### src/rtl/svram_sdram_sched.sv
// Slow-VRAM to SDRAM scheduler: 1-entry dword read cache, 1-deep write buffer; hits answer next CLK,
// misses/writes take one SDRAM request/ack/rdy round trip; a full write buffer drops new writes (WR_OVF).
module svram_sdram_sched #(
    parameter int            AW      = 24,
    parameter logic [AW-1:0] BASE    = 'h0E0000,
    parameter int            MAX_LAT = 6
) (
    input  logic          CLK,
    input  logic          RESET,
    input  logic          CLK_EN_24M_P,
    input  logic [14:0]   SVRAM_ADDR,
    input  logic [15:0]   SVRAM_DATA_OUT,
    input  logic [1:0]    VRAM_CYCLE,
    input  logic          BOE,
    input  logic          BWE,
    output logic [31:0]   SVRAM_DATA_IN,
    output logic          SDRAM_REQ,
    output logic          SDRAM_WE,
    output logic [AW-1:0] SDRAM_ADDR,
    output logic [15:0]   SDRAM_DIN,
    output logic [1:0]    SDRAM_BE,
    input  logic          SDRAM_ACK,
    input  logic          SDRAM_RDY,
    input  logic [31:0]   SDRAM_DOUT,
    output logic          BUSY,
    output logic          LATE,
    output logic          WR_OVF
);

    typedef enum logic [2:0] {IDLE, WR_REQ, WR_WAIT, RD_REQ, RD_WAIT} state_t;

    localparam logic [3:0] MAX_LAT_C = 4'(MAX_LAT);

    state_t      state;
    logic [14:0] prev_addr;
    logic        prev_bwe;
    logic        cache_vld;
    logic [13:0] cache_tag;
    logic [31:0] cache_dat;
    logic        rd_pend;
    logic [14:0] rd_addr;
    logic [14:0] fl_addr;
    logic        wb_full;
    logic [14:0] wb_addr;
    logic [15:0] wb_dat;
    logic [3:0]  lat_cnt;

    logic        rd_trig, rd_hit, wr_trig, wr_acc, wt_hit;
    logic        wb_issue, rd_done;
    logic [3:0]  lat_nxt;
    logic [31:0] rd_data;
    logic        unused_boe;

    assign unused_boe = BOE;
    assign SDRAM_BE   = 2'b11;
    assign BUSY       = (state != IDLE);

    function automatic logic [31:0] map_word(input logic [31:0] d, input logic odd);
        return odd ? {d[31:16], d[31:16]} : d;
    endfunction

    always_comb begin
        rd_trig  = CLK_EN_24M_P && (VRAM_CYCLE != 2'b11) && (SVRAM_ADDR != prev_addr);
        rd_hit   = cache_vld && (cache_tag == SVRAM_ADDR[14:1]);
        wr_trig  = CLK_EN_24M_P && !BWE && prev_bwe;
        // The slot frees as soon as its contents move into the request registers.
        wb_issue = (state == IDLE) && wb_full;
        wr_acc   = wr_trig && (!wb_full || wb_issue);
        rd_done  = SDRAM_RDY && ((state == RD_WAIT) || ((state == RD_REQ) && SDRAM_ACK));
        wt_hit   = cache_vld && (cache_tag == SVRAM_ADDR[14:1]) && !rd_done;
        lat_nxt  = (lat_cnt == 4'd15) ? lat_cnt : lat_cnt + 4'd1;
        // Returned dword absorbs any write to the same dword that landed while the read was in flight.
        rd_data  = SDRAM_DOUT;
        if (wb_full && (wb_addr[14:1] == fl_addr[14:1])) begin
            if (wb_addr[0]) rd_data[31:16] = wb_dat;
            else            rd_data[15:0]  = wb_dat;
        end
        if (wr_acc && (SVRAM_ADDR[14:1] == fl_addr[14:1])) begin
            if (SVRAM_ADDR[0]) rd_data[31:16] = SVRAM_DATA_OUT;
            else               rd_data[15:0]  = SVRAM_DATA_OUT;
        end
    end

    always_ff @(posedge CLK) begin
        if (RESET) begin
            state         <= IDLE;
            prev_addr     <= 15'h7FFF;
            prev_bwe      <= 1'b1;
            cache_vld     <= 1'b0;
            cache_tag     <= '0;
            cache_dat     <= '0;
            rd_pend       <= 1'b0;
            rd_addr       <= '0;
            fl_addr       <= '0;
            wb_full       <= 1'b0;
            wb_addr       <= '0;
            wb_dat        <= '0;
            lat_cnt       <= '0;
            SVRAM_DATA_IN <= '0;
            SDRAM_REQ     <= 1'b0;
            SDRAM_WE      <= 1'b0;
            SDRAM_ADDR    <= '0;
            SDRAM_DIN     <= '0;
            LATE          <= 1'b0;
            WR_OVF        <= 1'b0;
        end else begin
            if (CLK_EN_24M_P) begin
                prev_addr <= SVRAM_ADDR;
                prev_bwe  <= BWE;
                if (state != IDLE) begin
                    lat_cnt <= lat_nxt;
                    if (lat_nxt >= MAX_LAT_C) LATE <= 1'b1;
                end
            end

            case (state)
                IDLE: begin
                    if (wb_full) begin
                        state      <= WR_REQ;
                        SDRAM_REQ  <= 1'b1;
                        SDRAM_WE   <= 1'b1;
                        SDRAM_ADDR <= BASE | AW'({wb_addr, 1'b0});
                        SDRAM_DIN  <= wb_dat;
                        wb_full    <= 1'b0;
                        lat_cnt    <= '0;
                    end else if (rd_pend) begin
                        state      <= RD_REQ;
                        SDRAM_REQ  <= 1'b1;
                        SDRAM_WE   <= 1'b0;
                        SDRAM_ADDR <= BASE | AW'({rd_addr[14:1], 2'b00});
                        fl_addr    <= rd_addr;
                        rd_pend    <= 1'b0;
                        lat_cnt    <= '0;
                    end
                end
                WR_REQ: if (SDRAM_ACK) begin
                    SDRAM_REQ <= 1'b0;
                    state     <= SDRAM_RDY ? IDLE : WR_WAIT;
                end
                WR_WAIT: if (SDRAM_RDY) state <= IDLE;
                RD_REQ: if (SDRAM_ACK) begin
                    SDRAM_REQ <= 1'b0;
                    state     <= SDRAM_RDY ? IDLE : RD_WAIT;
                end
                RD_WAIT: if (SDRAM_RDY) state <= IDLE;
                default: state <= IDLE;
            endcase

            if (rd_done) begin
                cache_vld     <= 1'b1;
                cache_tag     <= fl_addr[14:1];
                cache_dat     <= rd_data;
                SVRAM_DATA_IN <= map_word(rd_data, fl_addr[0]);
            end

            if (rd_trig) begin
                if (rd_hit) begin
                    SVRAM_DATA_IN <= map_word(cache_dat, SVRAM_ADDR[0]);
                end else begin
                    rd_pend <= 1'b1;
                    rd_addr <= SVRAM_ADDR;
                end
            end

            if (wr_trig) begin
                if (wr_acc) begin
                    wb_full <= 1'b1;
                    wb_addr <= SVRAM_ADDR;
                    wb_dat  <= SVRAM_DATA_OUT;
                    if (wt_hit) begin
                        if (SVRAM_ADDR[0]) cache_dat[31:16] <= SVRAM_DATA_OUT;
                        else               cache_dat[15:0]  <= SVRAM_DATA_OUT;
                    end
                end else begin
                    WR_OVF <= 1'b1;
                end
            end
        end
    end

endmodule
### config.mk
export PLATFORM = sky130hd
export DESIGN_NAME = svram_sdram_sched
export DESIGN_NICKNAME = d
export VERILOG_FILES = /design/src/rtl/svram_sdram_sched.sv
export SDC_FILE = /design/constraint.sdc
export NUM_CORES = 1
export LEC_CHECK = 0
export ABC_CLOCK_PERIOD_IN_PS = 2600
export CAP_MARGIN = 20
export CELL_PAD_IN_SITES_DETAIL_PLACEMENT = 0
export CELL_PAD_IN_SITES_GLOBAL_PLACEMENT = 1
export CORE_MARGIN = 3
export CORE_UTILIZATION = 41
export CTS_CLUSTER_SIZE = 28
export DETAILED_ROUTE_END_ITERATION = 8
export PLACE_DENSITY_LB_ADDON = 0.15
export RECOVER_POWER = 25
export SYNTH_ARGS = -nofsm -noshare
export SYNTH_HDL_FRONTEND = slang
export SYNTH_SLANG_ARGS = --single-unit
### constraint.sdc
create_clock -name CLK -period 2.6 [get_ports CLK]
set_clock_uncertainty 0.05 [all_clocks]
set_input_delay 0.39 -clock CLK [delete_from_list [all_inputs] [get_ports CLK]]
set_output_delay 0.39 -clock CLK [all_outputs]
set_load 0.05 [all_outputs]
**Word level (Yosys, flattened, before mapping)**

Cells that the tools add are included.

- Register bits after elaboration: 209
- Output and inout bits: 79
- Bits of input ports: 72

- Bitwise logic cells: 3
- Reductions and logical operators: 32
- Mux-type cells: 46
- $add $sub $neg: 1
- Equal/unequal tests: 15
- Magnitude comparators: 1

Operators with widths:

| operator | count |
|---|---|
| $mux 32 | 9 |
| $mux 16 | 8 |
| $mux 24 | 2 |
| $eq 14x14->1 | 3 |
| $mux 4 | 6 |
| $mux 3 | 6 |
| $ne 15x15->1 | 1 |
| $logic_and 1x1->1 | 12 |
| $mux 1 | 12 |
| $pmux 3 s4 | 1 |
| $reduce_and 2->1 | 5 |
| $reduce_and 3->1 | 3 |
| $eq 3x2->1 const B | 2 |
| $ne 2x2->1 const B | 3 |
| $add 4x1->4 const B | 1 |
| $eq 4x4->1 const B | 1 |
| $ge 4x3->1 const B | 1 |
| $ne 2x1->1 const B | 2 |
| $reduce_and 4->1 | 1 |
| $reduce_bool 2->1 | 2 |
| $reduce_or 2->1 | 2 |
| $eq 3x1->1 const B | 1 |
| $eq 3x3->1 const B | 1 |
| $logic_not 1->1 | 3 |
| other kinds (7) | 10 |

**Longest topological paths before layout**

Gate-level depths: netlist of run 1.

- Depth after elaboration: 11
- Gate-level depth with buffers: 11
- Mapped depth without buffers: 9

**Worst setup path after synthesis of run 1**

OpenSTA, ideal clock, no wires.

- Path kind: input port to flip-flop
- Start: in SVRAM_ADDR[11]
- End: reg rd_addr[10]
- Path slack: 0.283 ns
- Library setup time: 0.128 ns
- Data arrival time: 2.139 ns
- Buffers on the path: 2
- Cell stages on the path: 8
- Cell sequence: clkbuf_1 xnor2_1 nand4_1 or4_1 nand3_2 buf_2 mux2i_1 nor2_1

- Cells in the longest elaborated chain, start to end: 4
- Elaborated cells between the ends (all ways): 6

Ends and longest elaborated chain:

| what | line | RTL |
|---|---|---|
| start: declaration | 11 | `input logic [14:0] SVRAM_ADDR,` |
| $eq 14x14->1 | 64 | `rd_hit = cache_vld && (cache_tag == SVRAM_ADDR[14:1]);` |
| $logic_and 1x1->1 | 64 |  |
| $not 1->1 (no line) | - |  |
| $reduce_and 2->1 (no line) * | - |  |
| end signal: assignment | 93 | `rd_addr <= '0;` |
| end signal: assignment | 161 | `rd_addr <= SVRAM_ADDR;` |
| end: declaration | 41 | `logic [14:0] rd_addr;` |

Mark *: on every way between the ends. The rest lies on a longest branch, timed or not.
A chain may end at the register's enable or synchronous reset.

**Worst setup path in the final report of run 1**

- Start: reg fl_addr[9]
- End: reg SVRAM_DATA_IN[15]

- Cells in the longest elaborated chain, start to end: 9
- Elaborated cells between the ends (all ways): 12

Ends and longest elaborated chain:

| what | line | RTL |
|---|---|---|
| start: declaration | 42 | `logic [14:0] fl_addr;` |
| start signal: assignment | 131 | `fl_addr <= rd_addr;` |
| $eq 14x14->1 | 74 | `if (wb_full && (wb_addr[14:1] == fl_addr[14:1])) begin` |
| $logic_and 1x1->1 | 74 |  |
| $mux 32 | 74 |  |
| $mux 16 | 79 | `if (SVRAM_ADDR[0]) rd_data[31:16] = SVRAM_DATA_OUT;` |
| $mux 32 * | 78 | `if (wr_acc && (SVRAM_ADDR[14:1] == fl_addr[14:1])) begin` |
| $mux 16 * | 59 | `return odd ? {d[31:16], d[31:16]} : d;` |
| $mux 32 * | 149 | `if (rd_done) begin` |
| $mux 32 | 157 | `if (rd_hit) begin` |
| $mux 32 * | 156 | `if (rd_trig) begin` |
| end signal: assignment | 153 | `SVRAM_DATA_IN <= map_word(rd_data, fl_addr[0]);` |
| end signal: assignment | 158 | `SVRAM_DATA_IN <= map_word(cache_dat, SVRAM_ADDR[0]);` |
| end: declaration | 16 | `output logic [31:0] SVRAM_DATA_IN,` |

Marked as above.

==> impl_results.html, run 1 <==
<table>
<tr><th>Metric</th><th>Value</th></tr>
<tr><th colspan="2">Logic synthesis</th></tr>
<tr><td>Area fraction in compound gates after synthesis</td><td>20.29%</td></tr>
<tr><td>Share of synthesized area occupied by flip-flops and latches</td><td>between 40% and 50%</td></tr>
<tr><td>Largest family of logic cells by synthesized area</td><td>compound AO/OA/AOI/OAI gates</td></tr>
<tr><td>Leading post-synthesis cells by cell area</td><td>sky130_fd_sc_hd__dfxtp_1 41%, sky130_fd_sc_hd__mux2i_1 7.9%, sky130_fd_sc_hd__nand2_1 6.7%, sky130_fd_sc_hd__a21oi_1 5.2%, sky130_fd_sc_hd__nor2_1 4.7%</td></tr>
<tr><td>Average instance area after synthesis</td><td>8.467 sq um</td></tr>
<tr><td>Adder and majority cell fraction of the synthesized area</td><td>less than 1%</td></tr>
<tr><td>Number of cells produced by synthesis</td><td>1160</td></tr>
<tr><td>Share of cell area taken by muxes after synthesis</td><td>9.669%</td></tr>
<tr><td>Largest area contributor in the synthesized netlist</td><td>sky130_fd_sc_hd__dfxtp_1</td></tr>
<tr><td>Total of warnings raised by yosys</td><td>0</td></tr>
<tr><td>Async S/R FF share, synth</td><td>0%</td></tr>
<tr><td>EDFF count, synth</td><td>0</td></tr>
<tr><td>Post-synth cell types</td><td>59</td></tr>
<tr><td>Dominant register cell in the synthesized netlist</td><td>sky130_fd_sc_hd__dfxtp_1</td></tr>
<tr><td>Share of the synthesized netlist area taken by xor and xnor gates</td><td>5.261%</td></tr>
<tr><td>Post-synthesis simple-gate area fraction</td><td>17.77%</td></tr>
<tr><td>Total standard cell area after synthesis</td><td>0.009822 sq mm</td></tr>
<tr><td>Post-synth top area share</td><td>between 40% and 50%</td></tr>
<tr><td>Register bit count reported by yosys</td><td>201</td></tr>
<tr><th colspan="2">Place</th></tr>
<tr><td>RD Place Congestion</td><td>between 0.8 and 0.9</td></tr>
<tr><td>Detailed Place HPWL</td><td>about 21 mm</td></tr>
<tr><td>Dpl cells</td><td>1615</td></tr>
<tr><td>Quantity of I/O buffers inserted on ports</td><td>141</td></tr>
<tr><th colspan="2">Floorplanning</th></tr>
<tr><td>Die height</td><td>160.8 microns</td></tr>
<tr><td>Rows</td><td>56</td></tr>
<tr><td>Die ar.</td><td>0.02585 sq mm</td></tr>
<tr><td>Std-Cell Core Area</td><td>0.02347 sq mm</td></tr>
<tr><td>IO Pins</td><td>between 150 and 200</td></tr>
<tr><td>Starting Density</td><td>41.84%</td></tr>
<tr><td>Horizontal extent of the die</td><td>160.8 microns</td></tr>
<tr><th colspan="2">Clock network</th></tr>
<tr><td>Total clock sinks</td><td>between 200 and 250</td></tr>
<tr><td>Clock-pin slew of the registers on the worst-case setup and hold paths</td><td>0.06 ns</td></tr>
<tr><td>H-tree Lvls</td><td>1</td></tr>
<tr><td>Maximum number of buffers from clock root to sink</td><td>3</td></tr>
<tr><td>Insertion delay of the later-clocked pin in the worst-skew pair</td><td>around 0.51 ns</td></tr>
<tr><td>Total clock buffers created by CTS</td><td>24</td></tr>
<tr><td>Clock tree from TritonCTS</td><td>yes</td></tr>
<tr><td>Number of buffers inserted for hold repair after clock tree synthesis</td><td>0</td></tr>
<tr><td>Library cell used as clock root buffer</td><td>sky130_fd_sc_hd__clkbuf_16</td></tr>
<tr><th colspan="2">Drt</th></tr>
<tr><td>Drt wl/cell</td><td>18.43 microns</td></tr>
<tr><td>Via/cell ratio</td><td>5.348</td></tr>
<tr><td>Final ANT Viol Nets</td><td>0</td></tr>
<tr><td>DRC Markers</td><td>0</td></tr>
<tr><td>Count of TritonRoute iterations in the first routing pass</td><td>5</td></tr>
<tr><td>Via count of the routed design</td><td>8877</td></tr>
<tr><td>Starting DRT DRC Count</td><td>approximately 580</td></tr>
<tr><td>Routed wire length</td><td>approximately 30 mm</td></tr>
<tr><th colspan="2">Timing</th></tr>
<tr><td>Unrepaired setup endpoints after global routing</td><td>true</td></tr>
<tr><td>Max Clk Rate</td><td>394.1 MHz</td></tr>
<tr><td>Portion of the clock cycle consumed by the worst path in the final layout</td><td>97.59%</td></tr>
<tr><td>Final setup violation count</td><td>0</td></tr>
<tr><td>Slew @ Worst Pin</td><td>0.8063 ns</td></tr>
<tr><td>Min Tclk post-route</td><td>2.537 ns</td></tr>
<tr><td>Slew headroom</td><td>46.12%</td></tr>
<tr><td>Number of slew-limit violations in the final report</td><td>0</td></tr>
<tr><td>Number of hold violations in the final report</td><td>0</td></tr>
<tr><td>Total Negative Setup Slacks</td><td>0 ns</td></tr>
<tr><th colspan="2">Cells and area</th></tr>
<tr><td>Fraction of layout cells with a size suffix above 1</td><td>13.51%</td></tr>
<tr><td>Share of the core filled with cells in the final layout</td><td>55.25%</td></tr>
<tr><td>Number of cells in the finished layout apart from fillers</td><td>1660</td></tr>
<tr><td>Fillers</td><td>2217</td></tr>
<tr><td>Area added between synthesis and finish</td><td>32.03%</td></tr>
<tr><td>Net total in the final layout</td><td>1397</td></tr>
<tr><th colspan="2">Outcome</th></tr>
<tr><td>Run status</td><td>complete, no violations</td></tr>
<tr><th colspan="2">Worst setup path</th></tr>
<tr><td>Max FO, Critical Path</td><td>3</td></tr>
<tr><td>Crit path DAT</td><td>2.89 ns</td></tr>
<tr><td>Critical path launch point type</td><td>flop</td></tr>
<tr><td>CP max stage delay</td><td>0.39 ns</td></tr>
<tr><td>Top cell family by delay on the critical path</td><td>simple AND/OR/NAND/NOR gates</td></tr>
<tr><td>Buffer and inverter count on the worst path</td><td>2</td></tr>
<tr><td>Data required time of the critical path</td><td>2.95 ns</td></tr>
<tr><td>Cells traversed along the worst timing path</td><td>xor2_4, nor4_4, nand4_1, buf_4, or3_4, buf_6, mux2i_2, mux2i_1, o41ai_2</td></tr>
<tr><td>Critical path capture point type</td><td>flop</td></tr>
<tr><td>Slowest stage cell on the critical path</td><td>sky130_fd_sc_hd__or3_4</td></tr>
<tr><td>Class of the most critical setup path</td><td>flop to flop</td></tr>
<tr><th colspan="2">Pwr</th></tr>
<tr><td>Areal power density over the cells</td><td>just over 600 mW/mm^2</td></tr>
<tr><td>Maximum resistive drop on vdd</td><td>0.3300 mV</td></tr>
<tr><td>Leak Pwr</td><td>about 0.0052 uW</td></tr>
<tr><th colspan="2">Run</th></tr>
<tr><td>Number of max-cap violations</td><td>0</td></tr>
<tr><th colspan="2">Global route</th></tr>
<tr><td>Global-route wire length before repair</td><td>around 48 mm</td></tr>
<tr><td>Largest net degree at the start of global routing</td><td>between 50 and 60</td></tr>
<tr><td>Remaining global-route overflow</td><td>0</td></tr>
<tr><td>Global-route total usage across every layer</td><td>22.99%</td></tr>
<tr><td>Initial antenna violation count</td><td>1</td></tr>
<tr><td>Via count of the first global-routing pass</td><td>8373</td></tr>
<tr><th colspan="2">Min path</th></tr>
<tr><td>Class of the tightest hold or removal check</td><td>input pin to flop</td></tr>
</table>
[sequential cells by signal, summed over array words and instances (netlist names), 3 cells and up]
name,cells
cache_dat,32
wb_addr,15
rd_addr,15
state,3
SDRAM_DIN,16
prev_addr,15
SVRAM_DATA_IN,32
SDRAM_ADDR,16
fl_addr,15
wb_dat,16
cache_tag,14
lat_cnt,4
[per-layer routing]
metal	track usage, %	part of all wire [%]	vias up
met5	0	0	-
met4	4.537	1.4	0
met3	3.405	5.8	28
met2	33.26	42	255
met1	36.14	51	4204
li1	-	-	4390
[power by group]
group	internal, uW	leakage [uW]	total, uW	switching, uW
sequential	3200	0.00164	3300	99.7
clock	2070	0.000393	3390	1330
combinational	477	0.00313	1160	686
[layout make-up]
class                   count  area, sq um  share of cell area, %
diodes                      1        2.502                0.01930
clock buffers              36        706.9                  5.452
clock inverters             7        88.84                 0.6851
inverters                   5        18.77                 0.1447
multi-input cells         848         5388                  41.55
flip-flops and latches    201         4029                  31.07
well taps                 319        399.1                  3.078
repair buffers            243         2335                  18.00
[layout by cell type, fill, tap and decap left out, drive strengths merged, types with 14 or more instances in the layout]
cell           count
dfxtp            201
nand2            178
clkdlybuf4s50    137
nor2             125
a21oi            105
buf               98
mux2i             78
clkbuf            41
xor2              40
a31oi             36
a211oi            32
o21a              30
nor3              25
xnor2             19
nor2b             18
a211o             16
mux2              15
o31ai             14
o211ai            14
o211a             14
a2bb2oi           14
[synthesized netlist by cell type, types with 3 or more instances]
cell                        instances
sky130_fd_sc_hd__inv_1              4
sky130_fd_sc_hd__o21ai_0            6
sky130_fd_sc_hd__xnor2_1           19
sky130_fd_sc_hd__clkbuf_1          64
sky130_fd_sc_hd__nand4_1            8
sky130_fd_sc_hd__a21oi_1          103
sky130_fd_sc_hd__a211oi_1          32
sky130_fd_sc_hd__a211o_1           16
sky130_fd_sc_hd__o21a_1            30
sky130_fd_sc_hd__xor2_1            40
sky130_fd_sc_hd__a2111oi_0          3
sky130_fd_sc_hd__buf_6              5
sky130_fd_sc_hd__nand3_1            5
sky130_fd_sc_hd__mux2_2             3
sky130_fd_sc_hd__a31oi_1           36
sky130_fd_sc_hd__nor4_1             5
sky130_fd_sc_hd__nor4_2             5
sky130_fd_sc_hd__buf_1             10
sky130_fd_sc_hd__mux2i_1           78
sky130_fd_sc_hd__nor2_1           124
sky130_fd_sc_hd__nand2_1          176
sky130_fd_sc_hd__o31ai_1           14
sky130_fd_sc_hd__mux2_1            12
sky130_fd_sc_hd__a2bb2oi_1         14
sky130_fd_sc_hd__nor3_1            24
sky130_fd_sc_hd__nor3b_1            6
sky130_fd_sc_hd__buf_2             21
sky130_fd_sc_hd__dfxtp_1          201
sky130_fd_sc_hd__o211a_1           14
sky130_fd_sc_hd__o211ai_1          14
sky130_fd_sc_hd__buf_4             11
sky130_fd_sc_hd__nor2b_1           18
[cells by family after synthesis]
kind of cell	after synthesis
fa+ha+maj	2
compound gates	294
xor+xnor	59
mux	93
flops	201
other cells	2
simple gates	392
buf+inv	117
[path summary, 6_finish.rpt]
| path | start | endpoint | slack [ns] | cells after the start |
|---|---|---|---|---|
| min | RESET | SDRAM_DIN[14] | 0.25 | 2 |
| max reg2reg | fl_addr[9] | SVRAM_DATA_IN[15] | 0.06 | 9 |
| min reg2reg | rd_addr[0] | fl_addr[0] | 0.40 | 2 |
| max | fl_addr[9] | SVRAM_DATA_IN[15] | 0.06 | 9 |
[timing repair]
item                                    CTS  global route
buffers inserted                          0             1
gates resized for setup                   0            28
endpoints found under the setup margin    0            13
[through the flow]
step                cell area [sq um]  total power [uW]  hold slack (ns)  setup slack [ns]
floorplan                        9844              4074           0.3816            0.2835
global placement                12040              4506           0.3916           -0.4085
detailed placement              12040              4513           0.3954           -0.4200
CTS                             12840              7899           0.2383          0.002657
global route                    12970              8154           0.2597          -0.05402
finish                          12970              7858           0.2481           0.06277
(Power assumes the default switching activity.)
==> run 2: changes to the inputs <==
- CORE_MARGIN: 3 -> 2
==> impl_results.html, run 2 (synthesis results as in run 1) <==
<table>
<tr><th>Metric</th><th>Value</th></tr>
<tr><th colspan="2">Drt</th></tr>
<tr><td>DRC Markers</td><td>0 (unchanged)</td></tr>
<tr><td>Final ANT Viol Nets</td><td>0 (unchanged)</td></tr>
<tr><td>Count of TritonRoute iterations in the first routing pass</td><td>4 (-1)</td></tr>
<tr><td>Routed wire length</td><td>30.85 mm (+0.85%)</td></tr>
<tr><td>Starting DRT DRC Count</td><td>519 (-9.9%)</td></tr>
<tr><td>Drt wl/cell</td><td>18.55 microns (+0.66%)</td></tr>
<tr><td>Via/cell ratio</td><td>5.345 (about the same)</td></tr>
<tr><td>Via count of the routed design</td><td>8889 (+0.14%)</td></tr>
<tr><th colspan="2">Worst setup path</th></tr>
<tr><td>Max FO, Critical Path</td><td>8 (+5)</td></tr>
<tr><td>R2r startpoint</td><td>fl_addr[5]</td></tr>
<tr><td>Class of the most critical setup path</td><td>flop to primary output</td></tr>
<tr><td>Top cell family by delay on the critical path</td><td>buffers and inverters</td></tr>
<tr><td>Buffer and inverter count on the worst path</td><td>3 (+1)</td></tr>
<tr><td>Critical path startpoint</td><td>state[0]</td></tr>
<tr><td>Crit path DAT</td><td>2.02 ns (-0.87 ns)</td></tr>
<tr><td>Terminus of the critical flop-to-flop path</td><td>SVRAM_DATA_IN[12]</td></tr>
<tr><td>Critical path capture point type</td><td>primary output</td></tr>
<tr><td>Slowest stage cell on the critical path</td><td>sky130_fd_sc_hd__dlygate4sd2_1</td></tr>
<tr><td>Depth of the worst register-to-register path</td><td>8 (-1)</td></tr>
<tr><td>Critical path launch point type</td><td>flop</td></tr>
<tr><td>Register-to-register path setup slack</td><td>0.16 ns (+0.10 ns)</td></tr>
<tr><td>Cells traversed along the worst timing path</td><td>nor3_4, inv_1, buf_4, dlygate4sd2_1</td></tr>
<tr><td>Data required time of the critical path</td><td>2.16 ns (-0.79 ns)</td></tr>
<tr><td>CP max stage delay</td><td>0.54 ns (+0.15 ns)</td></tr>
<tr><th colspan="2">Min path</th></tr>
<tr><td>Destination of the worst hold path</td><td>SDRAM_WE</td></tr>
<tr><td>Worst Min Path Start</td><td>RESET</td></tr>
<tr><td>Class of the tightest hold or removal check</td><td>input pin to flop</td></tr>
<tr><td>Depth of the worst hold-timing path</td><td>2 (unchanged)</td></tr>
<tr><th colspan="2">Floorplanning</th></tr>
<tr><td>Starting Density</td><td>41.84% (unchanged)</td></tr>
<tr><td>Rows</td><td>56 (unchanged)</td></tr>
<tr><td>Die height</td><td>158.8 microns (-1.2%)</td></tr>
<tr><td>IO Pins</td><td>151 (unchanged)</td></tr>
<tr><td>Std-Cell Core Area</td><td>0.02347 sq mm (unchanged)</td></tr>
<tr><td>Horizontal extent of the die</td><td>158.8 microns (-1.2%)</td></tr>
<tr><td>Die ar.</td><td>0.02521 sq mm (-2.5%)</td></tr>
<tr><th colspan="2">Cells and area</th></tr>
<tr><td>Total area of sequential cells</td><td>0.004025 sq mm (about the same)</td></tr>
<tr><td>Regs by FF count</td><td>SVRAM_DATA_IN (32), cache_dat (32)</td></tr>
<tr><td>Number of cells in the finished layout apart from fillers</td><td>1663 (+0.18%)</td></tr>
<tr><td>Area added between synthesis and finish</td><td>31.12%</td></tr>
<tr><td>Most common library cell in the layout ignoring fill and taps</td><td>sky130_fd_sc_hd__dfxtp_1</td></tr>
<tr><td>Fillers</td><td>2249 (+1.4%)</td></tr>
<tr><td>Fraction of layout cells with a size suffix above 1</td><td>12.21% (-1.3 points)</td></tr>
<tr><td>Area of combinational cells with multiple inputs</td><td>0.005273 sq mm (-2.1%)</td></tr>
<tr><td>Most used cells in the layout excluding fill and tap cells</td><td>200 x sky130_fd_sc_hd__dfxtp_1, 176 x sky130_fd_sc_hd__nand2_1, 138 x sky130_fd_sc_hd__clkdlybuf4s50_1</td></tr>
<tr><td>Net total in the final layout</td><td>1399 (+0.14%)</td></tr>
<tr><th colspan="2">Clock network</th></tr>
<tr><td>Clock tree from TritonCTS</td><td>yes</td></tr>
<tr><td>Total clock sinks</td><td>201 (unchanged)</td></tr>
<tr><td>H-tree Lvls</td><td>1 (unchanged)</td></tr>
<tr><td>Library cell used as clock root buffer</td><td>sky130_fd_sc_hd__clkbuf_16</td></tr>
<tr><td>Maximum number of buffers from clock root to sink</td><td>3 (unchanged)</td></tr>
<tr><td>Clock-pin slew of the registers on the worst-case setup and hold paths</td><td>0.06 ns (about the same)</td></tr>
<tr><td>Total clock buffers created by CTS</td><td>24 (unchanged)</td></tr>
<tr><td>Insertion delay of the later-clocked pin in the worst-skew pair</td><td>0.52 ns (about the same)</td></tr>
<tr><th colspan="2">Run</th></tr>
<tr><td>Number of max-cap violations</td><td>0 (unchanged)</td></tr>
<tr><th colspan="2">Global route</th></tr>
<tr><td>Remaining global-route overflow</td><td>0 (unchanged)</td></tr>
<tr><td>Initial antenna violation count</td><td>1 (unchanged)</td></tr>
<tr><td>Largest net degree at the start of global routing</td><td>70 (+19%)</td></tr>
<tr><td>Via count of the first global-routing pass</td><td>8455 (+0.98%)</td></tr>
<tr><td>Global-route total usage across every layer</td><td>23.86% (+0.87 points)</td></tr>
<tr><td>Global-route wire length before repair</td><td>48.56 mm (+1.4%)</td></tr>
<tr><th colspan="2">Timing</th></tr>
<tr><td>Max Clk Rate</td><td>406.7 MHz (+3.2%)</td></tr>
<tr><td>Number of hold violations in the final report</td><td>0 (unchanged)</td></tr>
<tr><td>Unrepaired setup endpoints after global routing</td><td>false</td></tr>
<tr><td>Slew headroom</td><td>50.90% (+4.8 points)</td></tr>
<tr><td>Number of slew-limit violations in the final report</td><td>0 (unchanged)</td></tr>
<tr><td>Portion of the clock cycle consumed by the worst path in the final layout</td><td>94.57% (-3.0 points)</td></tr>
<tr><td>Slew @ Worst Pin</td><td>0.7343 ns (-0.07198 ns)</td></tr>
<tr><td>Min Tclk post-route</td><td>2.459 ns (-0.07852 ns)</td></tr>
<tr><td>Final setup violation count</td><td>0 (unchanged)</td></tr>
<tr><th colspan="2">Outcome</th></tr>
<tr><td>Run status</td><td>complete, no violations</td></tr>
<tr><th colspan="2">Pwr</th></tr>
<tr><td>Maximum resistive drop on vdd</td><td>0.4134 mV (+25%)</td></tr>
<tr><td>PnR Total Power</td><td>7957 uW (+1.3%)</td></tr>
<tr><td>Areal power density over the cells</td><td>617.9 mW/mm^2 (+2.0%)</td></tr>
<tr><td>Leak Pwr</td><td>0.005185 uW (+0.54%)</td></tr>
<tr><th colspan="2">Place</th></tr>
<tr><td>RD Place Congestion</td><td>0.8488 (+3.5%)</td></tr>
<tr><td>Dpl cells</td><td>1617 (+0.12%)</td></tr>
<tr><td>Detailed Place HPWL</td><td>20.74 mm (-0.83%)</td></tr>
<tr><td>Quantity of I/O buffers inserted on ports</td><td>141 (unchanged)</td></tr>
</table>
[run 2: per-layer routing]
layer	routed length, microns	share of wire, %	GRT usage, %	up-vias
li1	-	-	-	4404
met1	15870	51	36.38	4221
met2	12790	41	34.80	231
met3	1630	5.3	3.866	33
met4	562	1.8	5.713	0
met5	0	0	0	-
[run 2: worst max-delay path by stage]
stage,endpoint,cells after the start,slack [ns]
CTS,SVRAM_DATA_IN[10],8,0.15
detailed placement,SVRAM_DATA_IN[10],9,-0.34
floorplan,rd_addr[10],8,0.28
global placement,SVRAM_DATA_IN[26],11,-0.35
global route,SVRAM_DATA_IN[10],8,0.01
finish,BUSY,4,0.14
[run 2: layout make-up]
| type | instances | share of cell area [%] |
|---|---|---|
| tap | 319 | 3.099 |
| clock inverter | 6 | 0.6218 |
| antenna | 1 | 0.01943 |
| multi-input combinational | 848 | 40.94 |
| timing repair buffer | 245 | 18.14 |
| sequential | 201 | 31.25 |
| clock buffer | 38 | 5.781 |
| inverter | 5 | 0.1457 |
[run 2: timing repair]
item,in CTS,in global routing
resized for setup,1,1
pin swaps,0,1
hold buffers,0,0
gates cloned,0,0
setup buffers,0,1
setup endpoints to repair,1,3
[run 2: where the power goes]
group          leakage (uW)  total (uW)  internal (uW)  switching, uW
registers           0.00164        3300           3200           99.0
logic               0.00314        1160            476            686
clock network      0.000409        3500           2150           1340
total               0.00518        7960           5830           2130
[run 2: per-stage QoR]
stage | cell area, sq um | setup slack [ns] | hold WS (ns) | setup TNS, ns | util, %
CTS | 12890 | 0.1500 | 0.2703 | 0 | 54.91
detailed placement | 12070 | -0.3367 | 0.3969 | -18.32 | 51.40
finish | 12880 | 0.1413 | 0.2876 | 0 | 54.87
floorplan | 9844 | 0.2835 | 0.3816 | 0 | -
global placement | 12070 | -0.3533 | 0.3924 | -17.90 | 51.40
global route | 12880 | 0.01249 | 0.3115 | 0 | 54.87
